<file path="src/rtl/cvp_pkg.sv">
// Shared CVP definitions: bridge state encoding, bus geometry and the
// byte-lane steering used when a 32-bit APB access lands on the 64-bit port.
package cvp_pkg;

    localparam int CVP_ADDR_LSB = 3;
    localparam int CVP_DATA_W   = 64;
    localparam int CVP_BE_W     = 8;
    localparam int CVP_ADDR_W   = 32 - CVP_ADDR_LSB;

    typedef enum logic [1:0] {
        BR_IDLE,
        BR_REQ,
        BR_RESP,
        BR_DRAIN
    } cvp_br_state_e;

    // Reads always fetch the whole 32-bit half; writes forward pstrb as-is,
    // including an all-zero strobe.
    function automatic logic [CVP_BE_W-1:0] cvp_lane_be(input logic       hi,
                                                        input logic       wr,
                                                        input logic [3:0] strb);
        logic [3:0] b;
        b = wr ? strb : 4'hF;
        return hi ? {b, 4'h0} : {4'h0, b};
    endfunction

endpackage

</file>
<file path="src/rtl/cvp_timeout_cnt.sv">
// Ack timeout counter: cleared on request launch, counts each enabled cycle,
// and flags the cycle whose count would reach LIMIT.
module cvp_timeout_cnt #(
    parameter int LIMIT = 255
) (
    input  logic clk_cvp,
    input  logic rst_async_n,
    input  logic clr,
    input  logic en,
    output logic expired
);

    logic [15:0] cnt;

    always_ff @(posedge clk_cvp or negedge rst_async_n) begin
        if (!rst_async_n)
            cnt <= '0;
        else if (clr)
            cnt <= '0;
        else if (en)
            cnt <= cnt + 16'd1;
    end

    // Combinational so the FSM can leave REQ on the LIMIT-th waiting cycle.
    assign expired = en && (cnt == 16'(LIMIT - 1));

endmodule

</file>
<file path="src/rtl/cvp_apb_bridge.sv">
// APB slave turning single 32-bit accesses into one 64-bit pwr_req/pwr_ack
// transaction on the CVP port, with ack timeout and error counting.
module cvp_apb_bridge
    import cvp_pkg::*;
#(
    parameter int TIMEOUT_CYCLES = 255,
    parameter int ERR_CNT_W      = 8
) (
    input  logic                  clk_cvp,
    input  logic                  rst_async_n,
    input  logic                  psel,
    input  logic                  penable,
    input  logic                  pwrite,
    input  logic [31:0]           paddr,
    input  logic [31:0]           pwdata,
    input  logic [3:0]            pstrb,
    output logic                  pready,
    output logic [31:0]           prdata,
    output logic                  pslverr,
    output logic                  pwr_req,
    output logic [CVP_DATA_W-1:0] pwr_w_data,
    output logic [CVP_ADDR_W-1:0] pwr_addr,
    output logic [CVP_BE_W-1:0]   pwr_be,
    output logic                  pwr_wr_rd,
    input  logic                  pwr_ack,
    input  logic [CVP_DATA_W-1:0] pwr_r_data,
    input  logic                  pwr_error,
    output logic                  busy,
    output logic                  timeout_pulse,
    output logic [ERR_CNT_W-1:0]  err_count
);

    cvp_br_state_e        state;
    logic                 lane_hi;
    logic                 expired;
    logic [ERR_CNT_W-1:0] err_inc;
    logic                 unused_apb;

    // penable is irrelevant: the transfer is latched on the setup cycle.
    assign unused_apb = ^{paddr[1:0], penable};

    assign err_inc = (&err_count) ? err_count : err_count + ERR_CNT_W'(1);

    cvp_timeout_cnt #(.LIMIT(TIMEOUT_CYCLES)) u_tmo (
        .clk_cvp     (clk_cvp),
        .rst_async_n (rst_async_n),
        .clr         (state == BR_IDLE && psel),
        .en          (state == BR_REQ),
        .expired     (expired)
    );

    always_ff @(posedge clk_cvp or negedge rst_async_n) begin
        if (!rst_async_n) begin
            state         <= BR_IDLE;
            lane_hi       <= 1'b0;
            pwr_req       <= 1'b0;
            pwr_wr_rd     <= 1'b0;
            pwr_addr      <= '0;
            pwr_w_data    <= '0;
            pwr_be        <= '0;
            pready        <= 1'b0;
            prdata        <= '0;
            pslverr       <= 1'b0;
            busy          <= 1'b0;
            timeout_pulse <= 1'b0;
            err_count     <= '0;
        end else begin
            timeout_pulse <= 1'b0;
            case (state)
                BR_IDLE: if (psel) begin
                    state      <= BR_REQ;
                    busy       <= 1'b1;
                    pwr_req    <= 1'b1;
                    lane_hi    <= paddr[2];
                    pwr_addr   <= paddr[31:CVP_ADDR_LSB];
                    pwr_wr_rd  <= pwrite;
                    pwr_w_data <= {pwdata, pwdata};
                    pwr_be     <= cvp_lane_be(paddr[2], pwrite, pstrb);
                end
                // Ack is tested first so it wins a tie with the timeout.
                BR_REQ: if (pwr_ack) begin
                    state   <= BR_RESP;
                    pwr_req <= 1'b0;
                    pready  <= 1'b1;
                    pslverr <= pwr_error;
                    prdata  <= pwr_wr_rd ? 32'h0 :
                               (lane_hi ? pwr_r_data[63:32] : pwr_r_data[31:0]);
                    if (pwr_error)
                        err_count <= err_inc;
                end else if (expired) begin
                    state         <= BR_RESP;
                    pwr_req       <= 1'b0;
                    pready        <= 1'b1;
                    pslverr       <= 1'b1;
                    prdata        <= 32'h0;
                    timeout_pulse <= 1'b1;
                    err_count     <= err_inc;
                end
                BR_RESP: begin
                    state   <= BR_DRAIN;
                    pready  <= 1'b0;
                    pslverr <= 1'b0;
                end
                // Hold off new work until CVP releases ack from the last one.
                BR_DRAIN: if (!pwr_ack) begin
                    state <= BR_IDLE;
                    busy  <= 1'b0;
                end
                default: state <= BR_IDLE;
            endcase
        end
    end

endmodule

</file>
<file path="config.mk">
export PLATFORM = sky130hd
export DESIGN_NAME = cvp_apb_bridge
export DESIGN_NICKNAME = d
export VERILOG_FILES = /design/src/rtl/cvp_pkg.sv /design/src/rtl/cvp_timeout_cnt.sv /design/src/rtl/cvp_apb_bridge.sv
export SDC_FILE = /design/constraint.sdc
export NUM_CORES = 1
export LEC_CHECK = 0
export ABC_CLOCK_PERIOD_IN_PS = 3620
export CAP_MARGIN = 40
export CORE_MARGIN = 1
export CORE_UTILIZATION = 45
export CTS_CLUSTER_SIZE = 16
export DETAILED_ROUTE_END_ITERATION = 8
export PLACE_DENSITY = 0.86
export SKIP_LAST_GASP = 1
export SYNTH_ARGS = -nofsm -noshare
export SYNTH_HDL_FRONTEND = slang
export SYNTH_SLANG_ARGS = --single-unit
</file>
<file path="constraint.sdc">
create_clock -name clk_cvp -period 3.62 [get_ports clk_cvp]
set_clock_uncertainty 0.15 [all_clocks]
set_input_delay 0.543 -clock clk_cvp [delete_from_list [all_inputs] [get_ports clk_cvp]]
set_output_delay 0.543 -clock clk_cvp [all_outputs]
set_load 0.05 [all_outputs]
</file>
==> impl_metrics.json, run 1 <==
{
  "fin_setup_tns_ps": 0,
  "detail-route-antenna-nets": 0,
  "final-seq-area_sq_um": 3350,
  "cts_buffers": 17,
  "grt_pass1_wl_um": 27600,
  "synth_area_per_cell_sq_um": 10.1,
  "arrival_ps": 2750,
  "crit_top_cell": "buf_4",
  "overflow": 0,
  "path_cells": "inv_1 > ha_1 > and4b_1 > a41oi_2 > buf_4 > nand2b_2 > buf_4 > mux2_2",
  "rsz0062_at_grt": "false",
  "grt_pass1_vias": 5414,
  "fp-row-count": 42,
  "synth-edff-count": 0,
  "p_leak_nw": 4.60,
  "crit_slowest_cell": "buf_4",
  "crit_fanout": 32,
  "gp_congestion": 0.856,
  "ys_warn_count": 0,
  "synth_top_area_frac": 0.531,
  "cts_root_buf": "clkbuf_16",
  "p_int_mw": 5.22,
  "p_sw_mw": 4.55,
  "dr_wl_met3_um": 1560,
  "power_frac_comb": 0.546,
  "synth_fp_nets": 770,
  "fin_nets": 1020,
  "dieHeight_um": 120,
  "outcome": "finished, final reports clean",
  "cp-end-kind": "register",
  "synth_area_sq_um": 6310,
  "seqPwrFrac": 0.252,
  "coreArea_sq_um": 13500,
  "critPathLaunchType": "register",
  "maxSlewHeadroom": 0.511,
  "fin_crit_ps": 2600,
  "die-area_sq_um": 14500,
  "holdBufCountCts": 0,
  "slew_violations": 0,
  "cts_repair_resize_count": 0,
  "seq_area_frac_synth": 0.531,
  "drt-met1-wl_um": 7130,
  "finalHoldViolCount": 0,
  "dr.pass1.iters": 4,
  "wl_um": 17600,
  "hp-class": "in -> async",
  "drive_above_1_share": 0.0993,
  "hpwlAfterDp_um": 12700,
  "synthCells": 623,
  "dpl.cell_count": 1030,
  "dr.first_iter.drc_count": 275,
  "die_x_um": 120,
  "p_clk_frac": 0.202,
  "clock_sinks": 134,
  "grt_start_max_net_pins": 80,
  "synth_area_leaders": "dfrtp_1 (53%), nand2_1 (12%), mux2_4 (6.7%)",
  "h-tree-depth": 4,
  "setup.worst_path.class": "reg -> reg",
  "fillers": 972,
  "track_usage": 0.249,
  "initial_core_util": 0.469,
  "min_period_over_period": 0.719,
  "area_growth_pct": 54.7,
  "clock.fmax_mhz": 384,
  "synth_ff_type": "dfrtp_1",
  "multi_input_comb_area_sq_um": 2530,
  "ys_types": 41,
  "vias": 5272,
  "cts_tree": "yes",
  "diodes": 0,
  "met2WireLength_um": 8510,
  "clk_latency_ps": 410,
  "synth_largest_area_cell": "dfrtp_1",
  "ioPinCount": 286,
  "clockBufferDepth": 2,
  "clkTransAtPathRegs_ps": 60,
  "drc": 0,
  "swShare": 0.466,
  "cpPeakStageDelay_ps": 470,
  "viasPerCell": 4.96,
  "ir_drop_v": 0.000679,
  "worst_pin_slew_ps": 733,
  "postCtsSetupBuffers": 0,
  "antenna_found_initial": 0,
  "port_buffers": 282,
  "instances_no_fill": 1062,
  "setup-violations-final": 0,
  "ys_ff_latch": 134,
  "top_layer_used": "met4",
  "async_flop_share": 1.00,
  "worstPathRequired_ps": 3770,
  "power_density_nw_per_um2": 1000,
  "cap_violations": 0,
  "post_drt_wl_per_cell_um": 16.6
}
## state kept, by name, summed over array words and instances, names as in the netlist, 2 cells and up
| name | flops |
|---|---|
| pwr_addr | 29 |
| prdata | 32 |
| pwr_be | 8 |
| err_count | 8 |
| pwr_w_data | 32 |
| u_tmo.cnt | 16 |
| state | 2 |
## cell usage in the layout, fill, tap and decap left out, types with 5 or more instances in the layout
cell,instances
a21oi_1,6
a22o_1,7
buf_4,11
bufinv_16,6
clkbuf_16,17
clkdlybuf4s50_1,281
dfrtp_1,133
ha_1,8
inv_1,10
mux2_2,6
mux2_4,28
mux2i_1,34
nand2_1,199
nand3_1,6
nand4_1,9
nor2_1,51
o21ai_0,6
xnor2_1,5
xor2_1,14
## power groups by stage
stage | combinational [mW] | sequential [mW] | clock [mW]
final | 5.34 | 2.46 | 1.97
after global routing | 5.59 | 2.53 | 2.07
after CTS | 5.37 | 2.47 | 2.01
after detailed placement | 5.36 | 2.47 | 0
after global placement | 5.19 | 2.52 | 0
after floorplan | 2.03 | 4.13 | 0
## stage by stage
stage / setup slack [ps] / hold WS [ps] / power [mW] / util / cell area [sq um]
floorplan: 1510 / 97.4 / 6.16 / - / 6310
global placement: 843 / 306 / 7.71 / 0.674 / 9070
detailed placement: 825 / 311 / 7.83 / 0.676 / 9090
CTS: 1020 / 41.3 / 9.85 / 0.726 / 9770
global route: 916 / 76.5 / 10.2 / 0.726 / 9770
finish: 1020 / 18.2 / 9.77 / 0.726 / 9770
## synthesized netlist by cell type (2+ instances only)
| master | n |
|---|---|
| a21oi_1 | 6 |
| a22o_1 | 7 |
| dfrtp_1 | 134 |
| mux2i_1 | 34 |
| clkbuf_1 | 19 |
| mux2_2 | 6 |
| nand2_1 | 200 |
| buf_1 | 4 |
| and3_1 | 2 |
| buf_6 | 4 |
| nor3_1 | 3 |
| nand2b_1 | 3 |
| nor2_1 | 51 |
| o31ai_1 | 3 |
| nor2b_1 | 3 |
| nor4b_2 | 2 |
| xnor2_1 | 5 |
| inv_1 | 10 |
| and4_1 | 2 |
| o21ai_0 | 6 |
| mux2_4 | 28 |
| nor4_1 | 4 |
| xor2_1 | 14 |
| buf_4 | 33 |
| ha_1 | 8 |
| nand3_1 | 6 |
| buf_2 | 4 |
| nand4_1 | 9 |
## area by class of cell
class | instances | share of cell area
Multi-Input combinational cell | 415 | 0.259
Inverter | 10 | 0.00384
Tap cell | 176 | 0.0225
Clock buffer | 19 | 0.0464
Timing Repair Buffer | 295 | 0.302
Clock inverter | 13 | 0.0232
Sequential cell | 134 | 0.343
## worst max-delay path, delay by kind of cell, from the launching register on
kind,cells,cell delay [ps]
mux,1,410
flops,1,400
buf+inv,3,730
simple gates,2,380
fa+ha+maj,1,200
compound gates,1,180
## path summary, 6_finish.rpt
path,slack [ps],depth (start not counted),to,start
max,1020,8,prdata[24],u_tmo.cnt[0]
min,20,1,err_count[1],rst_async_n
max reg2reg,1020,8,prdata[24],u_tmo.cnt[0]
min reg2reg,330,2,pwr_addr[26],pwr_addr[26]
max in group asynchronous,2570,2,prdata[2],rst_async_n
min in group clk_cvp,330,2,pwr_addr[26],pwr_addr[26]
## kinds of logic (layout without fill, tap and decap cells)
| group | after synthesis | in the layout | synth area share |
|---|---|---|---|
| muxes | 68 | 68 | 0.131 |
| xor gates and xnor gates | 19 | 19 | 0.0264 |
| and+or+nand+nor | 293 | 293 | 0.196 |
| adders and majority gates | 8 | 8 | 0.0159 |
| buffers and inverters | 74 | 337 | 0.0692 |
| AOI/OAI and AO/OA | 27 | 27 | 0.0303 |
| DFF | 134 | 134 | 0.531 |
## metal layers
layer  track usage  vias to the layer above
li1              -                     2501
met1         0.287                     2516
met2         0.423                      224
met3        0.0844                       31
met4         0.103                        0
met5             0                        -
(Power assumes the default switching activity.)
==> run 2: changes to the inputs <==
--- a/config.mk
+++ b/config.mk
@@ -5,13 +5,13 @@
 export SDC_FILE = /design/constraint.sdc
 export NUM_CORES = 1
 export LEC_CHECK = 0
-export ABC_CLOCK_PERIOD_IN_PS = 3620
+export ABC_CLOCK_PERIOD_IN_PS = 2200
 export CAP_MARGIN = 40
 export CORE_MARGIN = 1
-export CORE_UTILIZATION = 45
+export CORE_UTILIZATION = 38
 export CTS_CLUSTER_SIZE = 16
 export DETAILED_ROUTE_END_ITERATION = 8
-export PLACE_DENSITY = 0.86
+export PLACE_DENSITY = 0.77
 export SKIP_LAST_GASP = 1
 export SYNTH_ARGS = -nofsm -noshare
 export SYNTH_HDL_FRONTEND = slang
==> constraint.sdc (replaced) <==
create_clock -name clk_cvp -period 2.2 [get_ports clk_cvp]
set_clock_uncertainty 0.15 [all_clocks]
set_input_delay 0.33 -clock clk_cvp [delete_from_list [all_inputs] [get_ports clk_cvp]]
set_output_delay 0.33 -clock clk_cvp [all_outputs]
set_load 0.05 [all_outputs]
==> impl_metrics.json, run 2 (synthesis results as in run 1) <==
{
  "outcome": "finished, final reports clean",
  "antenna_found_initial": 1,
  "cpPeakStageDelay_ps": 850,
  "rsz0062_at_grt": "false",
  "die_x_um": 131,
  "hpwlAfterDp_um": 12700,
  "coreArea_sq_um": 16100,
  "p_leak_nw": 4.74,
  "p_total_mw": 15.7,
  "finalHoldViolCount": 0,
  "port_buffers": 282,
  "power_density_nw_per_um2": 1580,
  "drive_above_1_share": 0.121,
  "dpl.cell_count": 1085,
  "hp-class": "in -> async",
  "layout_commonest_cell": "clkdlybuf4s50_1",
  "wl_um": 17700,
  "setup.worst_path.class": "reg -> out",
  "layout_setup_ws_ps": 65.9,
  "post_drt_wl_per_cell_um": 15.8,
  "maxSlewHeadroom": 0.627,
  "clkTransAtPathRegs_ps": 50,
  "clock_sinks": 134,
  "grt_start_max_net_pins": 60,
  "fin_setup_tns_ps": 0,
  "post-place-ws_ps": 3.04,
  "largestRegisters": "prdata x32, pwr_w_data x32, pwr_addr x29",
  "overflow": 0,
  "dr.first_iter.drc_count": 192,
  "min_period_over_period": 0.970,
  "cp-end-kind": "primary output",
  "clockBufferDepth": 2,
  "arrival_ps": 1650,
  "ioPinCount": 286,
  "path_buf_inv": 1,
  "dieHeight_um": 131,
  "final_cell_mix": "clkdlybuf4s50_1 (274), nand2_1 (199), dfrtp_1 (133)",
  "slew_violations": 0,
  "fillers": 1328,
  "grt_pass1_wl_um": 26200,
  "fin_crit_ps": 2130,
  "drc": 0,
  "whs_ps": 254,
  "gp_congestion": 0.811,
  "clock.fmax_mhz": 469,
  "crit_slowest_cell": "clkdlybuf4s50_1",
  "crit_fanout": 3,
  "dpl_cell_area_sq_um": 9290,
  "h-tree-depth": 4,
  "cp_top_family": "buffers and inverters",
  "critPathLaunchType": "register",
  "fin_area_sq_um": 9980,
  "vias": 5211,
  "die-area_sq_um": 17100,
  "setup-violations-final": 0,
  "worstPathRequired_ps": 1720,
  "initial_core_util": 0.393,
  "reg2reg_slack_ps": 80,
  "cts_tree": "yes",
  "fp-row-count": 46,
  "instances_no_fill": 1120,
  "cts_root_buf": "clkbuf_16",
  "final_util": 0.621,
  "dr.pass1.iters": 4,
  "ir_drop_v": 0.000846,
  "fin_nets": 1040,
  "worst_pin_slew_ps": 557,
  "cts_buffers": 17,
  "clk_latency_ps": 410,
  "track_usage": 0.202,
  "grt_pass1_vias": 5190,
  "path_cells": "clkdlybuf4s50_1",
  "cap_violations": 0,
  "area_growth_pct": 58.0,
  "detail-route-antenna-nets": 0,
  "viasPerCell": 4.65
}
==> run 2: changes by cell type in the layout (fill, tap and decap cells not counted), sizes merged, moves of 3 or more <==
cell,before,now
dlymetal6s2s,0,3
clkdlybuf4s50,281,274
buf,14,34
clkbuf,19,26
clkinvlp,3,0
bufinv,6,2
==> run 2: path summary, 6_finish.rpt <==
check                        startpoint        endpoint  cells after the start
max                             pslverr         pslverr                      1
min                         rst_async_n         pslverr                      2
max reg2reg                u_tmo.cnt[0]      prdata[10]                      7
min reg2reg                pwr_addr[21]    pwr_addr[21]                      2
max in group asynchronous   rst_async_n       prdata[6]                      3
min in group clk_cvp          pwdata[1]  pwr_w_data[33]                      3
==> run 2: timing repair <==
item | in CTS | in global routing
pin swaps | 0 | 1
setup endpoints to repair | 2 | 39
hold buffers | 1 | 0
gates cloned | 0 | 3
resized for setup | 2 | 12
buffers inserted | 0 | 1
hold endpoints to repair | 39 | 0
==> run 2: metal layers <==
metal / up-vias / GRT usage / wire (um)
met5: - / 0 / 0
met4: 0 / 0.0595 / 182
met3: 18 / 0.0668 / 1420
met2: 192 / 0.341 / 8750
met1: 2458 / 0.245 / 7390
li1: 2543 / - / -
==> run 2: layout make-up <==
class	count	area, sq um	area share
Sequential cell	134	3350	0.336
Timing Repair Buffer	315	3190	0.319
Multi-Input combinational cell	415	2580	0.258
Clock buffer	24	472	0.0473
Tap cell	216	270	0.0271
Clock inverter	5	75.1	0.00752
Inverter	10	37.5	0.00376
Antenna cell	1	2.50	0.000251
==> run 2: power by group <==
part	switching [mW]	internal (mW)
logic	5.82	3.22
clock network	0.985	1.70
registers	0.639	3.36
total	7.44	8.28
